--- src/rtl/data_mem_arbiter_pkg.sv ---
// rtl/data_mem_arbiter_pkg.sv - shared types and helpers for the data memory arbiter
package data_mem_arb_pkg;

   typedef enum logic [1:0] {
      IDLE = 2'd0,
      XFER = 2'd1,
      RESP = 2'd2
   } state_e;

   localparam int REQ_CORE   = 0;
   localparam int REQ_LOADER = 1;

   function automatic int beats(input int width);
      return width / 8;
   endfunction

endpackage

--- src/rtl/data_mem_arbiter_if.sv ---
// rtl/data_mem_arbiter_if.sv - requester, response and byte-memory signals of the arbiter
interface data_mem_arbiter_if #(
   parameter int WIDTH      = 32,
   parameter int ADDR_WIDTH = 8
);
   logic [1:0]                 req_valid;
   logic [1:0]                 req_write;
   logic [1:0][ADDR_WIDTH-1:0] req_addr;
   logic [1:0][WIDTH-1:0]      req_wdata;
   logic [1:0]                 req_ready;
   logic [1:0]                 resp_valid;
   logic [WIDTH-1:0]           resp_rdata;
   logic                       busy;
   logic [ADDR_WIDTH-1:0]      mem_addr;
   logic                       mem_we;
   logic [7:0]                 mem_wdata;
   logic [7:0]                 mem_rdata;

   modport slave (
      input  req_valid, req_write, req_addr, req_wdata, mem_rdata,
      output req_ready, resp_valid, resp_rdata, busy, mem_addr, mem_we, mem_wdata
   );

   modport master (
      output req_valid, req_write, req_addr, req_wdata, mem_rdata,
      input  req_ready, resp_valid, resp_rdata, busy, mem_addr, mem_we, mem_wdata
   );
endinterface

--- src/rtl/data_mem_arbiter_rr.sv ---
// rtl/data_mem_arbiter_rr.sv - two-way round-robin grant, combinational
module rr_arbiter2
   import data_mem_arb_pkg::*;
(
   input  logic [1:0] valid_i,
   input  logic       last_grant_i,
   output logic       grant_valid_o,
   output logic       grant_id_o
);

   // On a tie the requester that did not win last time is favoured.
   assign grant_valid_o = |valid_i;
   assign grant_id_o    = (&valid_i) ? ~last_grant_i : valid_i[REQ_LOADER];

endmodule

--- src/rtl/data_mem_arbiter.sv ---
// rtl/data_mem_arbiter.sv - round-robin word requesters onto a byte-wide memory
module data_mem_arbiter
   import data_mem_arb_pkg::*;
#(
   parameter int WIDTH      = 32,
   parameter int ADDR_WIDTH = 8
) (
   input logic               clock,
   input logic               reset,
   data_mem_arbiter_if.slave bus
);

   localparam int BEATS  = beats(WIDTH);
   localparam int BEAT_W = (BEATS > 1) ? $clog2(BEATS) : 1;

   state_e                state_q;
   logic [BEAT_W-1:0]     beat_q;
   logic                  last_grant_q;
   logic                  id_q;
   logic                  write_q;
   logic [ADDR_WIDTH-1:0] addr_q;
   logic [WIDTH-1:0]      wdata_q;
   logic [WIDTH-1:0]      rbuf_q;
   logic [WIDTH-1:0]      rbuf_d;
   logic [WIDTH-1:0]      rdata_q;

   logic grant_valid;
   logic grant_id;
   logic accept;
   logic in_xfer;
   logic last_beat;

   rr_arbiter2 u_rr (
      .valid_i       (bus.req_valid),
      .last_grant_i  (last_grant_q),
      .grant_valid_o (grant_valid),
      .grant_id_o    (grant_id)
   );

   assign accept    = (state_q == IDLE) && grant_valid && !reset;
   assign in_xfer   = (state_q == XFER);
   assign last_beat = (beat_q == BEAT_W'(BEATS - 1));

   // Read data is assembled with the current byte folded in so RESP sees the full word.
   always_comb begin
      rbuf_d = rbuf_q;
      rbuf_d[8*beat_q +: 8] = bus.mem_rdata;
   end

   assign bus.req_ready  = accept ? (2'b01 << grant_id) : 2'b00;
   assign bus.resp_valid = (state_q == RESP) ? (2'b01 << id_q) : 2'b00;
   assign bus.resp_rdata = rdata_q;
   assign bus.busy       = (state_q != IDLE);
   assign bus.mem_we     = in_xfer && write_q;
   assign bus.mem_addr   = in_xfer ? addr_q + ADDR_WIDTH'(beat_q) : '0;
   assign bus.mem_wdata  = (in_xfer && write_q) ? wdata_q[8*beat_q +: 8] : 8'h00;

   always_ff @(posedge clock or posedge reset) begin
      if (reset) begin
         state_q      <= IDLE;
         beat_q       <= '0;
         last_grant_q <= 1'b1;
         id_q         <= 1'b0;
         write_q      <= 1'b0;
         addr_q       <= '0;
         wdata_q      <= '0;
         rbuf_q       <= '0;
         rdata_q      <= '0;
      end else begin
         case (state_q)
            IDLE: begin
               if (grant_valid) begin
                  id_q         <= grant_id;
                  write_q      <= bus.req_write[grant_id];
                  addr_q       <= bus.req_addr[grant_id];
                  wdata_q      <= bus.req_wdata[grant_id];
                  last_grant_q <= grant_id;
                  beat_q       <= '0;
                  state_q      <= XFER;
               end
            end
            XFER: begin
               if (!write_q) begin
                  rbuf_q <= rbuf_d;
               end
               if (last_beat) begin
                  beat_q  <= '0;
                  state_q <= RESP;
                  if (!write_q) begin
                     rdata_q <= rbuf_d;
                  end
               end else begin
                  beat_q <= beat_q + 1'b1;
               end
            end
            RESP: begin
               state_q <= IDLE;
            end
            default: begin
               state_q <= IDLE;
            end
         endcase
      end
   end

endmodule

--- src/flat_wrapper.sv ---
// flat-port wrapper written by rule: the top's interface ports become plain ports
module data_mem_arbiter_flat import data_mem_arb_pkg::*;
#(
   parameter int WIDTH      = 32,
   parameter int ADDR_WIDTH = 8
)
  (clock, reset, bus_req_valid, bus_req_write, bus_req_addr, bus_req_wdata, bus_mem_rdata, bus_req_ready, bus_resp_valid, bus_resp_rdata, bus_busy, bus_mem_addr, bus_mem_we, bus_mem_wdata);
  data_mem_arbiter_if #(.WIDTH(WIDTH), .ADDR_WIDTH(ADDR_WIDTH)) bus_i ();
  input logic clock;
  input logic reset;
  input wire logic [$bits(bus_i.req_valid)-1:0] bus_req_valid;
  input wire logic [$bits(bus_i.req_write)-1:0] bus_req_write;
  input wire logic [$bits(bus_i.req_addr)-1:0] bus_req_addr;
  input wire logic [$bits(bus_i.req_wdata)-1:0] bus_req_wdata;
  input wire logic [$bits(bus_i.mem_rdata)-1:0] bus_mem_rdata;
  output wire logic [$bits(bus_i.req_ready)-1:0] bus_req_ready;
  output wire logic [$bits(bus_i.resp_valid)-1:0] bus_resp_valid;
  output wire logic [$bits(bus_i.resp_rdata)-1:0] bus_resp_rdata;
  output wire logic [$bits(bus_i.busy)-1:0] bus_busy;
  output wire logic [$bits(bus_i.mem_addr)-1:0] bus_mem_addr;
  output wire logic [$bits(bus_i.mem_we)-1:0] bus_mem_we;
  output wire logic [$bits(bus_i.mem_wdata)-1:0] bus_mem_wdata;
  assign bus_i.req_valid = bus_req_valid;
  assign bus_i.req_write = bus_req_write;
  assign bus_i.req_addr = bus_req_addr;
  assign bus_i.req_wdata = bus_req_wdata;
  assign bus_i.mem_rdata = bus_mem_rdata;
  assign bus_req_ready = bus_i.req_ready;
  assign bus_resp_valid = bus_i.resp_valid;
  assign bus_resp_rdata = bus_i.resp_rdata;
  assign bus_busy = bus_i.busy;
  assign bus_mem_addr = bus_i.mem_addr;
  assign bus_mem_we = bus_i.mem_we;
  assign bus_mem_wdata = bus_i.mem_wdata;
  data_mem_arbiter #(.WIDTH(WIDTH), .ADDR_WIDTH(ADDR_WIDTH)) u_core (.clock(clock), .reset(reset), .bus(bus_i));
endmodule
--- config.mk ---
export PLATFORM = sky130hd
export DESIGN_NAME = data_mem_arbiter_flat
export DESIGN_NICKNAME = d
export VERILOG_FILES = /design/src/rtl/data_mem_arbiter_pkg.sv /design/src/rtl/data_mem_arbiter_if.sv /design/src/rtl/data_mem_arbiter_rr.sv /design/src/rtl/data_mem_arbiter.sv /design/src/flat_wrapper.sv
export SDC_FILE = /design/constraint.sdc
export NUM_CORES = 1
export LEC_CHECK = 0
export CORE_UTILIZATION = 45
export CTS_CLUSTER_DIAMETER = 80
export DETAILED_ROUTE_END_ITERATION = 8
export PLACE_DENSITY = 0.78
export SYNTH_ARGS = -nofsm -noshare
export SYNTH_HDL_FRONTEND = slang
export SYNTH_HIERARCHICAL = 1
export SYNTH_SLANG_ARGS = --single-unit
export TNS_END_PERCENT = 10
--- constraint.sdc ---
create_clock -name clock -period 11.39 [get_ports clock]
set_clock_uncertainty 0.2 [all_clocks]
set_input_delay 2.8475 -clock clock [delete_from_list [all_inputs] [get_ports clock]]
set_output_delay 2.8475 -clock clock [all_outputs]
set_load 0.01 [all_outputs]
### Word level (Yosys, flattened, before mapping)

Index checks and enable logic that the tools add are counted.

* output and inout port bits: 54
* bits in registers: 111
* input bits: 94
* word-level logic and storage cells: 57

* $add $sub $neg: 3
* equal/unequal tests: 5
* $lt $le $gt $ge: 1
* shift-type cells: 5
* reduce and logical (&&, ||, !) cells: 14
* mux-type cells: 18
* bitwise operators: 2

Operator list (count)
* 2-to-1 mux 32 bit: 2
* negation 5 -> 34 bit: 1
* variable shift 8 x 34 -> 32 bit (first input constant): 1
* indexed part select 8 x 34 -> 32 bit: 1
* bitwise mux 32 bit: 1
* 2-to-1 mux 8 bit: 4
* indexed part select 32 x 6 -> 8 bit: 1
* 2-to-1 mux 2 bit: 6
* AND reduction 2 bit: 5
* adder 8 x 2 -> 8 bit: 1
* case mux 2 bit (2 select lines): 2
* == test 2 bit (second input constant): 2
* nonzero test 2 bit: 2
* left shift 1 x 1 -> 2 bit (first input constant): 2
* logical AND 1 bit: 3
* 2-to-1 mux 1 bit: 3
* AND reduction 3 bit: 1
* adder 2 x 1 -> 2 bit (second input constant): 1
* == test 2 x 1 -> 1 bit (second input constant): 1
* logical NOT 2 bit: 1
* less-than comparator 1 x 2 -> 1 bit (second input constant): 1
* != test 2 x 1 -> 1 bit (second input constant): 1
* != test 2 bit (second input constant): 1
* inverter 1 bit: 2
* other kinds (2): 2

### Longest topological paths before layout

Gate-level depths: netlist of run 1.

* depth after elaboration: 4
* depth in mapped cells: 8
* gate-level depth less buffers: 5

### Modules after synthesis

Netlist of run 1, hierarchy kept.

Modules (own cells, without submodules)
* data_mem_arbiter: area each 5494.0 µm², cells an instance 513, times used 1, seq. area each 2778.9 µm²
* rr_arbiter2: area each 13.8 µm², cells an instance 2, times used 1, seq. area each 0.0 µm²

### Worst setup path before layout of run 1

Ideal clock, no wire load.

* path type: input to output
* start point: input port reset
* end point: output port bus_req_ready[1]
* stages on the path: 2
* arrival: 5625 ps
* path slack: 2718 ps
* data required time: 8343 ps
* path buffers: 0
* cells stage by stage: inv_1 and3_1

* longest elaborated chain between the ends: 3

Ends and longest elaborated chain
* start: declaration: RTL line flat_wrapper.sv:10 `input logic reset;`
* logical NOT 1 bit: RTL line data_mem_arbiter.sv:40 `assign accept = (state_q == IDLE) && grant_valid && !reset;`
* logical AND 1 bit: RTL line data_mem_arbiter.sv:40
* 2-to-1 mux 2 bit: RTL line data_mem_arbiter.sv:50 `assign bus.req_ready = accept ? (2'b01 << grant_id) : 2'b00;`
* end: declaration: RTL line flat_wrapper.sv:16 `output wire logic [$bits(bus_i.req_ready)-1:0] bus_req_ready;`

No other way between the ends.

### Final worst setup path of run 1

* start point: input port bus_req_valid[1]
* end point: output port bus_req_ready[0]

* longest elaborated chain between the ends: 4
* elaborated cells on any way between the ends: 7
* those cells by class: 1 x shift; 2 x mux; 4 x reduce/logical

Ends and longest elaborated chain
* start: declaration: RTL line flat_wrapper.sv:11 `input wire logic [$bits(bus_i.req_valid)-1:0] bus_req_valid;`
* AND reduction 2 bit: RTL line data_mem_arbiter_rr.sv:13 `assign grant_id_o = (&valid_i) ? ~last_grant_i : valid_i[REQ_LOADER];`
* 2-to-1 mux 1 bit *: RTL line data_mem_arbiter_rr.sv:13
* named net u_core.grant_id: RTL line data_mem_arbiter.sv:28 `logic grant_id;`
* left shift 1 x 1 -> 2 bit *: RTL line data_mem_arbiter.sv:50
* 2-to-1 mux 2 bit *: RTL line data_mem_arbiter.sv:50

Mark *: on every way through the listed nets, which the timed path passes. The rest lies on a longest branch.

==> results by group, run 1 <==
Cells and area
  – Nets@finish: 735
  – Layout area overhead: 31.8%
  – Antenna diodes: 0
  – Share of cells above drive strength 1: 5.97%
  – Post-Route Utilization: 60.7%

Setup path
  – Worst path most repeated cell: clkdlybuf4s50_1
  – CP peak stage delay: 0.57 ns
  – CP Capture Type: primary output
  – Critical Path RT: 8.34 ns
  – FF-to-FF Start: u_core/beat_q[0]
  – Crit path kind: primary input to primary output
  – Crit. Startpoint: bus_req_valid[1]
  – Crit-path cells: clkdlybuf4s50_1 > a21boi_4 > buf_4 > nor3_2 > clkdlybuf4s50_1
  – Max FO, Critical Path: 39
  – CP max-delay cell: buf_4
  – Startpoint Class: primary input
  – CP arrival: 4.82 ns

Clock network
  – Htree depth: 3
  – Clock Latency Late Sink: 0.34 ns
  – Clock-pin slew on the worst setup and hold paths: 0.07 ns
  – Worst-case clock buffer depth: 2
  – Setup repair bufs after CTS: 0
  – Hold_buf cts: 0
  – Clock sinks: 111
  – Cts repair resizes: 0
  – Total CTS buffers: 9
  – CTS tree: built
  – Root Buffer: clkbuf_16

Routing
  – 1st-pass router iterations: 4
  – DRC Markers: 0
  – Final wirelength: 12800 um
  – Vias post-DR: 4352
  – WL per Instance: 16.3 um
  – DR vias/cell: 5.55
  – Antenna Violating Nets Remaining: 0
  – Starting DRC count in detailed routing: 300

STA
  – Final min period: 7.86 ns
  – Fmax: 0.127 GHz
  – Actual slew at the worst max-slew pin: 0.963 ns
  – Final Hold Viols: 0
  – Fin crit share: 69.0%
  – Setup violation total in the final timing report: 0
  – Worst hold slack: 0.280 ns
  – Max-slew violations: 0
  – Setup tns final: 0 ns
  – Max_slew headroom: 35.7%
  – RSZ-0062 raised after global routing: false
  – Final setup margin: 3.53 ns

Synthesis
  – Top cell type's share of synthesized area: 50.0%
  – Most common library cells after synthesis: dfrtp_1, nand2_1, a21oi_1, o21ai_0, mux2i_1
  – Post-Synthesis Cells: 515
  – Post-Syn Area per Cell: 10.7 um^2
  – Async S/R FF share, synth: 100%
  – Synth Warn #: 6
  – Sequential share of the synthesized area: 50.5%
  – Mapped Nets: 618
  – Number of enable flip-flop cells after synthesis: 0
  – Synth cell types: 45
  – Post-Syn Area: 5510 um^2
  – Top post-synthesis cells by area: dfrtp_1, mux2i_1, a22o_1
  – #FFs+latches synth: 111
  – Leading cell type by number of instances after synthesis: dfrtp_1
  – Ys flop type: dfrtp_1
  – Yosys top cell by area: dfrtp_1

Global routing
  – Total congestion overflow: 0
  – Initial antenna violation count: 0
  – First-pass GRT wire length: 21100 um
  – Vias in the first global route: 4187
  – Met3 Track Usage GR: 4.32%
  – Grt met1 use: 27.6%
  – GRT busiest layer: met2
  – Gr usage total: 21.2%
  – Met2 usage: 35.9%
  – Largest net degree at the start of global routing: 87

Place
  – Port bufs: 147
  – Dpl ws: 3.51 ns
  – Routability congestion estimate: 0.841
  – HPWL Detailed: 9270 um

Min path
  – Hold WC Path Type: register to register
  – Hold Startpoint: u_core/wdata_q[26]

Floorplan
  – Core area: 12000 um^2
  – Die area: 12700 um^2
  – Rows: 40
  – Initial Util: 46.0%
  – Die Height: 113 um
  – I/O pin total: 148
  – Die X: 113 um

Run status
  – Status: completed

Run
  – Max Cap Viol: 0

Power and ir drop
  – Peak VDD IR: 0.158 mV
  – Leak: 3.17 nW
  – PwrDens: 260 nW/um^2
  – Total power after layout: 1.89 mW
[path summary, 6_finish.rpt]
check | end | slack (ns) | cells past startpoint
max in group asynchronous | u_core/rbuf_q[24] | 7.02 | 3
worst min register to register | u_core/wdata_q[26] | 0.28 | 2
worst max-delay path | bus_req_ready[0] | 3.53 | 5
worst min-delay path | u_core/wdata_q[26] | 0.28 | 2
worst max register to register | u_core/rbuf_q[24] | 8.25 | 5
min in group asynchronous | u_core/addr_q[3] | 2.76 | 2
[state kept, by name, summed over array words and instances (netlist names)]
register               cells
u_core/addr_q              8
u_core/beat_q              2
u_core/bus.resp_rdata     32
u_core/id_q                1
u_core/last_grant_q        1
u_core/rbuf_q             32
u_core/state_q             2
u_core/wdata_q            32
u_core/write_q             1
[layout by cell type (no fill, tap or decap), drive strengths merged, types with 2 or more instances in the layout]
cell,instances
or3,3
dfrtp,110
clkdlybuf4s50,147
nor2,35
a21oi,45
mux4,8
buf,4
and2,5
nand2,47
nor2b,14
or2,2
ha,8
clkinv,2
a22o,32
mux2i,41
o21ai,45
a32oi,16
o31ai,3
a31oi,8
and2b,4
and3,12
nor3b,3
mux2,2
inv,13
clkbuf,10
nand3,3
[worst max-delay path: cells and delay by family]
family	cells	cell delay, ns
AO/OA/AOI/OAI	1	0.31
AND/OR/NAND/NOR	1	0.11
buffers and inverters	3	1.55
[kinds of logic after synthesis]
| group | synth area share [%] |
|---|---|
| buffers and inverters | 5.54 |
| DFF | 50.5 |
| muxes | 11.3 |
| adders and majority gates | 2.18 |
| and+or+nand+nor | 12.9 |
| xor gates and xnor gates | 0.318 |
| AOI/OAI and AO/OA | 17.3 |
[where the power goes]
part | total [mW] | switching (mW) | internal, mW | leakage (nW)
registers | 0.723 | 0.141 | 0.582 | 1.39
clock network | 0.322 | 0.147 | 0.175 | 0.151
logic | 0.841 | 0.400 | 0.441 | 1.63
total | 1.89 | 0.688 | 1.20 | 3.17
[per-stage QoR]
stage	cells	instance area, um^2
after floorplan	515	5510
after global placement	768	6950
after detailed placement	768	6950
after CTS	784	7260
after global routing	784	7260
final	784	7260
[area by class of cell]
type                    instances  area (um^2)
multi-input cells             349         2450
flip-flops and latches        111         2780
repair buffers                151         1500
fillers                       982         4700
inverters                      10         40.0
well taps                     147          184
clock inverters                 6         75.1
clock buffers                  10          229
[per-layer routing]
layer	wire length (um)	up-vias
met5	0	-
met4	195	0
met3	902	17
met2	6380	175
met1	5320	2088
li1	-	2072
Note: power is estimated with default switching activity, not from simulation.
==> inputs of run 2 (changes only) <==
--- a/config.mk
+++ b/config.mk
@@ -5,10 +5,10 @@
 export SDC_FILE = /design/constraint.sdc
 export NUM_CORES = 1
 export LEC_CHECK = 0
-export CORE_UTILIZATION = 45
+export CORE_UTILIZATION = 44
 export CTS_CLUSTER_DIAMETER = 80
 export DETAILED_ROUTE_END_ITERATION = 8
-export PLACE_DENSITY = 0.78
+export PLACE_DENSITY = 0.8
 export SYNTH_ARGS = -nofsm -noshare
 export SYNTH_HDL_FRONTEND = slang
 export SYNTH_HIERARCHICAL = 1
==> constraint.sdc (replaced) <==
create_clock -name clock -period 6.7 [get_ports clock]
set_clock_uncertainty 0.2 [all_clocks]
set_input_delay 1.675 -clock clock [delete_from_list [all_inputs] [get_ports clock]]
set_output_delay 1.675 -clock clock [all_outputs]
set_load 0.01 [all_outputs]
==> run 2 against run 1 <==
  * Highest routed layer unchanged
  * Via count rose by 0.16%
  * Hold slack barely moved
  * Count of clock-buffer cells in the layout rose by 1
  * Critical endpoint unchanged
  * Worst setup slack got worse by 2.2 ns
  * Utilization fell by 0.77 points
  * Global-route usage fell by 0.23 points
  * Combinational power rose by 71%
  * Sequential power rose by 70%
  * Register-to-register slack got worse by 4.7 ns
==> results by group, run 2 (synthesis results as in run 1) <==
Power and ir drop
  – PwrDens: 437 nW/um^2
  – Leak: 3.16 nW
  – Peak VDD IR: 0.315 mV

Routing
  – WL per Instance: 16.3 um
  – DR vias/cell: 5.41
  – Final wirelength: 13100 um
  – Antenna Violating Nets Remaining: 0
  – Vias post-DR: 4359
  – Starting DRC count in detailed routing: 248
  – DRC Markers: 0
  – 1st-pass router iterations: 4

Clock network
  – Htree depth: 3
  – Total CTS buffers: 9
  – Cts repair resizes: 0
  – Setup repair bufs after CTS: 0
  – Worst-case clock buffer depth: 2
  – CTS tree: built
  – Hold_buf cts: 0
  – Root Buffer: clkbuf_16
  – Clock-pin slew on the worst setup and hold paths: 0.07 ns
  – Clock sinks: 111
  – Clock Latency Late Sink: 0.33 ns

STA
  – Final Hold Viols: 0
  – Fin crit share: 79.7%
  – Setup tns final: 0 ns
  – Final min period: 5.34 ns
  – RSZ-0062 raised after global routing: false
  – Setup violation total in the final timing report: 0
  – Max-slew violations: 0
  – Fmax: 0.187 GHz
  – Actual slew at the worst max-slew pin: 0.888 ns
  – Max_slew headroom: 40.7%

Cells and area
  – Share of cells above drive strength 1: 5.97%
  – Most common cell after layout, fill and taps aside: clkdlybuf4s50_1
  – Antenna diodes: 0
  – Nets@finish: 735
  – Most frequent cells in the layout: clkdlybuf4s50_1, dfrtp_1, nand2_1
  – Final instance area: 7260 um^2
  – Layout area overhead: 31.7%

Global routing
  – Total congestion overflow: 0
  – Grt met1 use: 26.7%
  – Largest net degree at the start of global routing: 87
  – Met2 usage: 37.1%
  – Met3 Track Usage GR: 4.09%
  – First-pass GRT wire length: 21300 um
  – Vias in the first global route: 4391
  – Initial antenna violation count: 0
  – Gr usage total: 21.0%
  – GRT busiest layer: met2

Setup path
  – CP Capture Type: primary output
  – R2r setup slk: 3.59 ns
  – Crit path kind: primary input to primary output
  – Max FO, Critical Path: 2
  – CP arrival: 3.46 ns
  – R2R cell count: 5
  – Critical Path RT: 4.83 ns
  – FF-to-FF Start: u_core/beat_q[0]
  – Startpoint Class: primary input
  – Worst R2R End: u_core/rbuf_q[28]

Min path
  – Hold path endpoint: u_core/wdata_q[28]
  – Hold Startpoint: u_core/wdata_q[28]
  – Worst Hold Path Cells: 2
  – Hold WC Path Type: register to register

Place
  – HPWL Detailed: 9500 um
  – Routability congestion estimate: 0.808
  – Port bufs: 147
  – Area post-placement: 6980 um^2

Floorplan
  – Die Height: 114 um
  – Rows: 40
  – Core area: 12100 um^2
  – Die X: 114 um
  – Die area: 13000 um^2
  – I/O pin total: 148
  – Initial Util: 45.5%

Run
  – Max Cap Viol: 0

Run status
  – Status: completed
## run 2: worst max-delay path, stage by stage
cell             delay, ns
clkdlybuf4s50_1       0.52
or2_1                 0.13
or3b_2                0.47
nor3_2                0.11
clkdlybuf4s50_1       0.55
## run 2: where the power goes
group	switching (mW)	leakage, nW	internal, mW
logic	0.692	1.63	0.749
registers	0.244	1.39	0.990
clock network	0.232	0.140	0.263
## run 2: layout make-up
cell class | instances | area (um^2)
Clock buffer | 11 | 243
Clock inverter | 5 | 32.5
Fill cell | 1030 | 4860
Inverter | 10 | 40.0
Multi-Input combinational cell | 349 | 2450
Sequential cell | 111 | 2780
Tap cell | 168 | 210
Timing Repair Buffer | 151 | 1500
## run 2: through the flow
step | setup slack, ns | utilization [%] | total power [mW] | instances | hold WS [ns]
floorplan | 0.373 | - | 2.11 | 515 | 0.241
global placement | 1.39 | 57.6 | 2.62 | 789 | 0.257
detailed placement | 1.34 | 57.6 | 2.70 | 789 | 0.265
CTS | 1.33 | 59.9 | 3.19 | 805 | 0.281
global route | 1.23 | 59.9 | 3.40 | 805 | 0.297
finish | 1.36 | 59.9 | 3.17 | 805 | 0.280
## run 2: worst max path at each step
| stage | startpoint | to |
|---|---|---|
| after floorplan | reset | bus_req_ready[1] |
| after global placement | bus_req_valid[0] | bus_req_ready[0] |
| after detailed placement | reset | bus_req_ready[1] |
| after CTS | reset | bus_req_ready[1] |
| after global routing | reset | bus_req_ready[1] |
| final | bus_req_valid[0] | bus_req_ready[0] |
## run 2: per-layer routing
layer,share of wire [%],vias up
met2,51,149
met5,0,-
met1,42,2120
met3,6.0,13
li1,-,2077
met4,0.90,0
==> inputs of run 3 (changes only) <==
==> constraint.sdc (replaced) <==
create_clock -name clock -period 4.44 [get_ports clock]
set_clock_uncertainty 0.2 [all_clocks]
set_input_delay 1.11 -clock clock [delete_from_list [all_inputs] [get_ports clock]]
set_output_delay 1.11 -clock clock [all_outputs]
set_load 0.01 [all_outputs]
==> run 3 against run 2 <==
  * Largest power group unchanged
  * Utilization increased by 0.24 points
  * Flip-flop and latch count is the same
  * Total power increased by 51%
  * Critical endpoint unchanged
==> results by group, run 3 (synthesis results as in run 1) <==
Clock network
  – Setup repair bufs after CTS: 0
  – Cts repair resizes: 0
  – Clock sinks: 111
  – Htree depth: 3
  – Total CTS buffers: 9
  – Hold_buf cts: 0
  – Worst-case clock buffer depth: 2
  – Root Buffer: clkbuf_16
  – CTS tree: built
  – Clock-pin slew on the worst setup and hold paths: 0.06 ns
  – Clock Latency Late Sink: 0.34 ns

Setup path
  – CP arrival: 2.90 ns
  – CP max-delay cell: clkdlybuf4s50_1
  – Critical Path RT: 3.13 ns
  – WP buf/inv: 2
  – R2r setup slk: 1.67 ns
  – Crit path max-delay family: buffers and inverters
  – CP peak stage delay: 0.56 ns
  – Max FO, Critical Path: 2
  – Crit-path cells: clkdlybuf4s50_1 > or2_1 > or3b_2 > nor3_2 > clkdlybuf4s50_1
  – Worst path most repeated cell: clkdlybuf4s50_1
  – R2R cell count: 6
  – Worst R2R End: u_core/rbuf_q[28]
  – Crit path kind: primary input to primary output
  – Startpoint Class: primary input
  – FF-to-FF Start: u_core/beat_q[0]
  – CP Capture Type: primary output

Routing
  – Starting DRC count in detailed routing: 212
  – Antenna Violating Nets Remaining: 0
  – WL per Instance: 15.8 um
  – Vias post-DR: 4325
  – DR vias/cell: 5.35
  – Final wirelength: 12800 um
  – 1st-pass router iterations: 4
  – DRC Markers: 0

STA
  – Max_slew headroom: 39.4%
  – Max-slew violations: 0
  – Fmax: 0.237 GHz
  – Fin crit share: 94.9%
  – Worst hold slack: 0.284 ns
  – Actual slew at the worst max-slew pin: 0.907 ns
  – Final setup margin: 0.226 ns
  – Setup violation total in the final timing report: 0
  – Final Hold Viols: 0
  – RSZ-0062 raised after global routing: false
  – Final min period: 4.21 ns

Global routing
  – First-pass GRT wire length: 21000 um
  – Gr usage total: 20.8%
  – Initial antenna violation count: 0
  – Total congestion overflow: 0
  – Vias in the first global route: 4248
  – Largest net degree at the start of global routing: 87

Min path
  – Hold WC Path Type: register to register
  – Hold Startpoint: u_core/wdata_q[3]
  – Worst Hold Path Cells: 2
  – Hold path endpoint: u_core/wdata_q[3]

Run
  – Max Cap Viol: 0

Cells and area
  – Share of cells above drive strength 1: 6.71%
  – Layout area overhead: 32.3%
  – Most common cell after layout, fill and taps aside: clkdlybuf4s50_1
  – Most frequent cells in the layout: clkdlybuf4s50_1, dfrtp_1, nand2_1
  – Post-Route Utilization: 60.1%
  – Antenna diodes: 0
  – Nets@finish: 739
  – Fillers: 1058
  – Final instance area: 7280 um^2

Run status
  – Status: completed

Power and ir drop
  – PwrDens: 657 nW/um^2
  – Leak: 3.17 nW
  – Total power after layout: 4.79 mW
  – Peak VDD IR: 0.447 mV

Place
  – Area post-placement: 7010 um^2
  – Port bufs: 147
  – Dpl ws: 0.229 ns
  – Routability congestion estimate: 0.803
  – HPWL Detailed: 9310 um

Floorplan
  – Initial Util: 45.5%
  – Die area: 13000 um^2
  – Rows: 40
  – Die Height: 114 um
  – I/O pin total: 148
  – Core area: 12100 um^2
  – Die X: 114 um
## run 3: changes by cell type in the layout (fill, tap and decap cells not counted), sizes merged
cell,previous run,this run
inv,11,10
clkinvlp,0,3
buf,4,8
clkbuf,11,9
## run 3: how the worst max path moves through the flow
stage / startpoint / to / cells past startpoint
final: bus_req_valid[0] / bus_req_ready[0] / 5
after global routing: bus_req_valid[0] / bus_req_ready[0] / 5
after CTS: bus_req_valid[0] / bus_req_ready[0] / 5
after detailed placement: bus_req_valid[0] / bus_req_ready[0] / 5
after global placement: bus_req_valid[0] / bus_req_ready[0] / 5
after floorplan: reset / bus_req_ready[1] / 2
## run 3: area by class of cell
| type | instances | area (um^2) | area share, % |
|---|---|---|---|
| clock inverter | 7 | 47.5 | 0.653 |
| tap | 168 | 210 | 2.89 |
| timing repair buffer | 155 | 1530 | 21.0 |
| multi-input combinational | 349 | 2450 | 33.6 |
| sequential | 111 | 2780 | 38.1 |
| inverter | 10 | 41.3 | 0.567 |
| clock buffer | 9 | 225 | 3.09 |
## run 3: metrics by stage
| stage | cells | setup TNS (ns) |
|---|---|---|
| 2_1_floorplan | 515 | -0.124 |
| 3_3_place_gp | 793 | 0 |
| 3_5_place_dp | 793 | 0 |
| 4_1_cts | 809 | 0 |
| 5_1_grt | 809 | 0 |
| 6_report | 809 | 0 |
## run 3: per-layer routing
layer	share of wire [%]	routed length, um	track usage [%]
met5	0	0	0
met4	1.3	165	5.89
met3	5.9	751	3.83
met2	49	6190	34.5
met1	44	5650	28.1
## run 3: power breakdown
| group | switching (mW) | internal, mW |
|---|---|---|
| clock | 0.356 | 0.381 |
| sequential | 0.315 | 1.50 |
| combinational | 1.10 | 1.14 |
## run 3: worst register-to-register path, delay by kind of cell (launching register included)
kind | cells | cell delay [ns]
AOI/OAI and AO/OA | 1 | 0.21
adders and majority gates | 1 | 0.39
buffers and inverters | 2 | 0.42
DFF | 1 | 0.37
and+or+nand+nor | 2 | 1.12
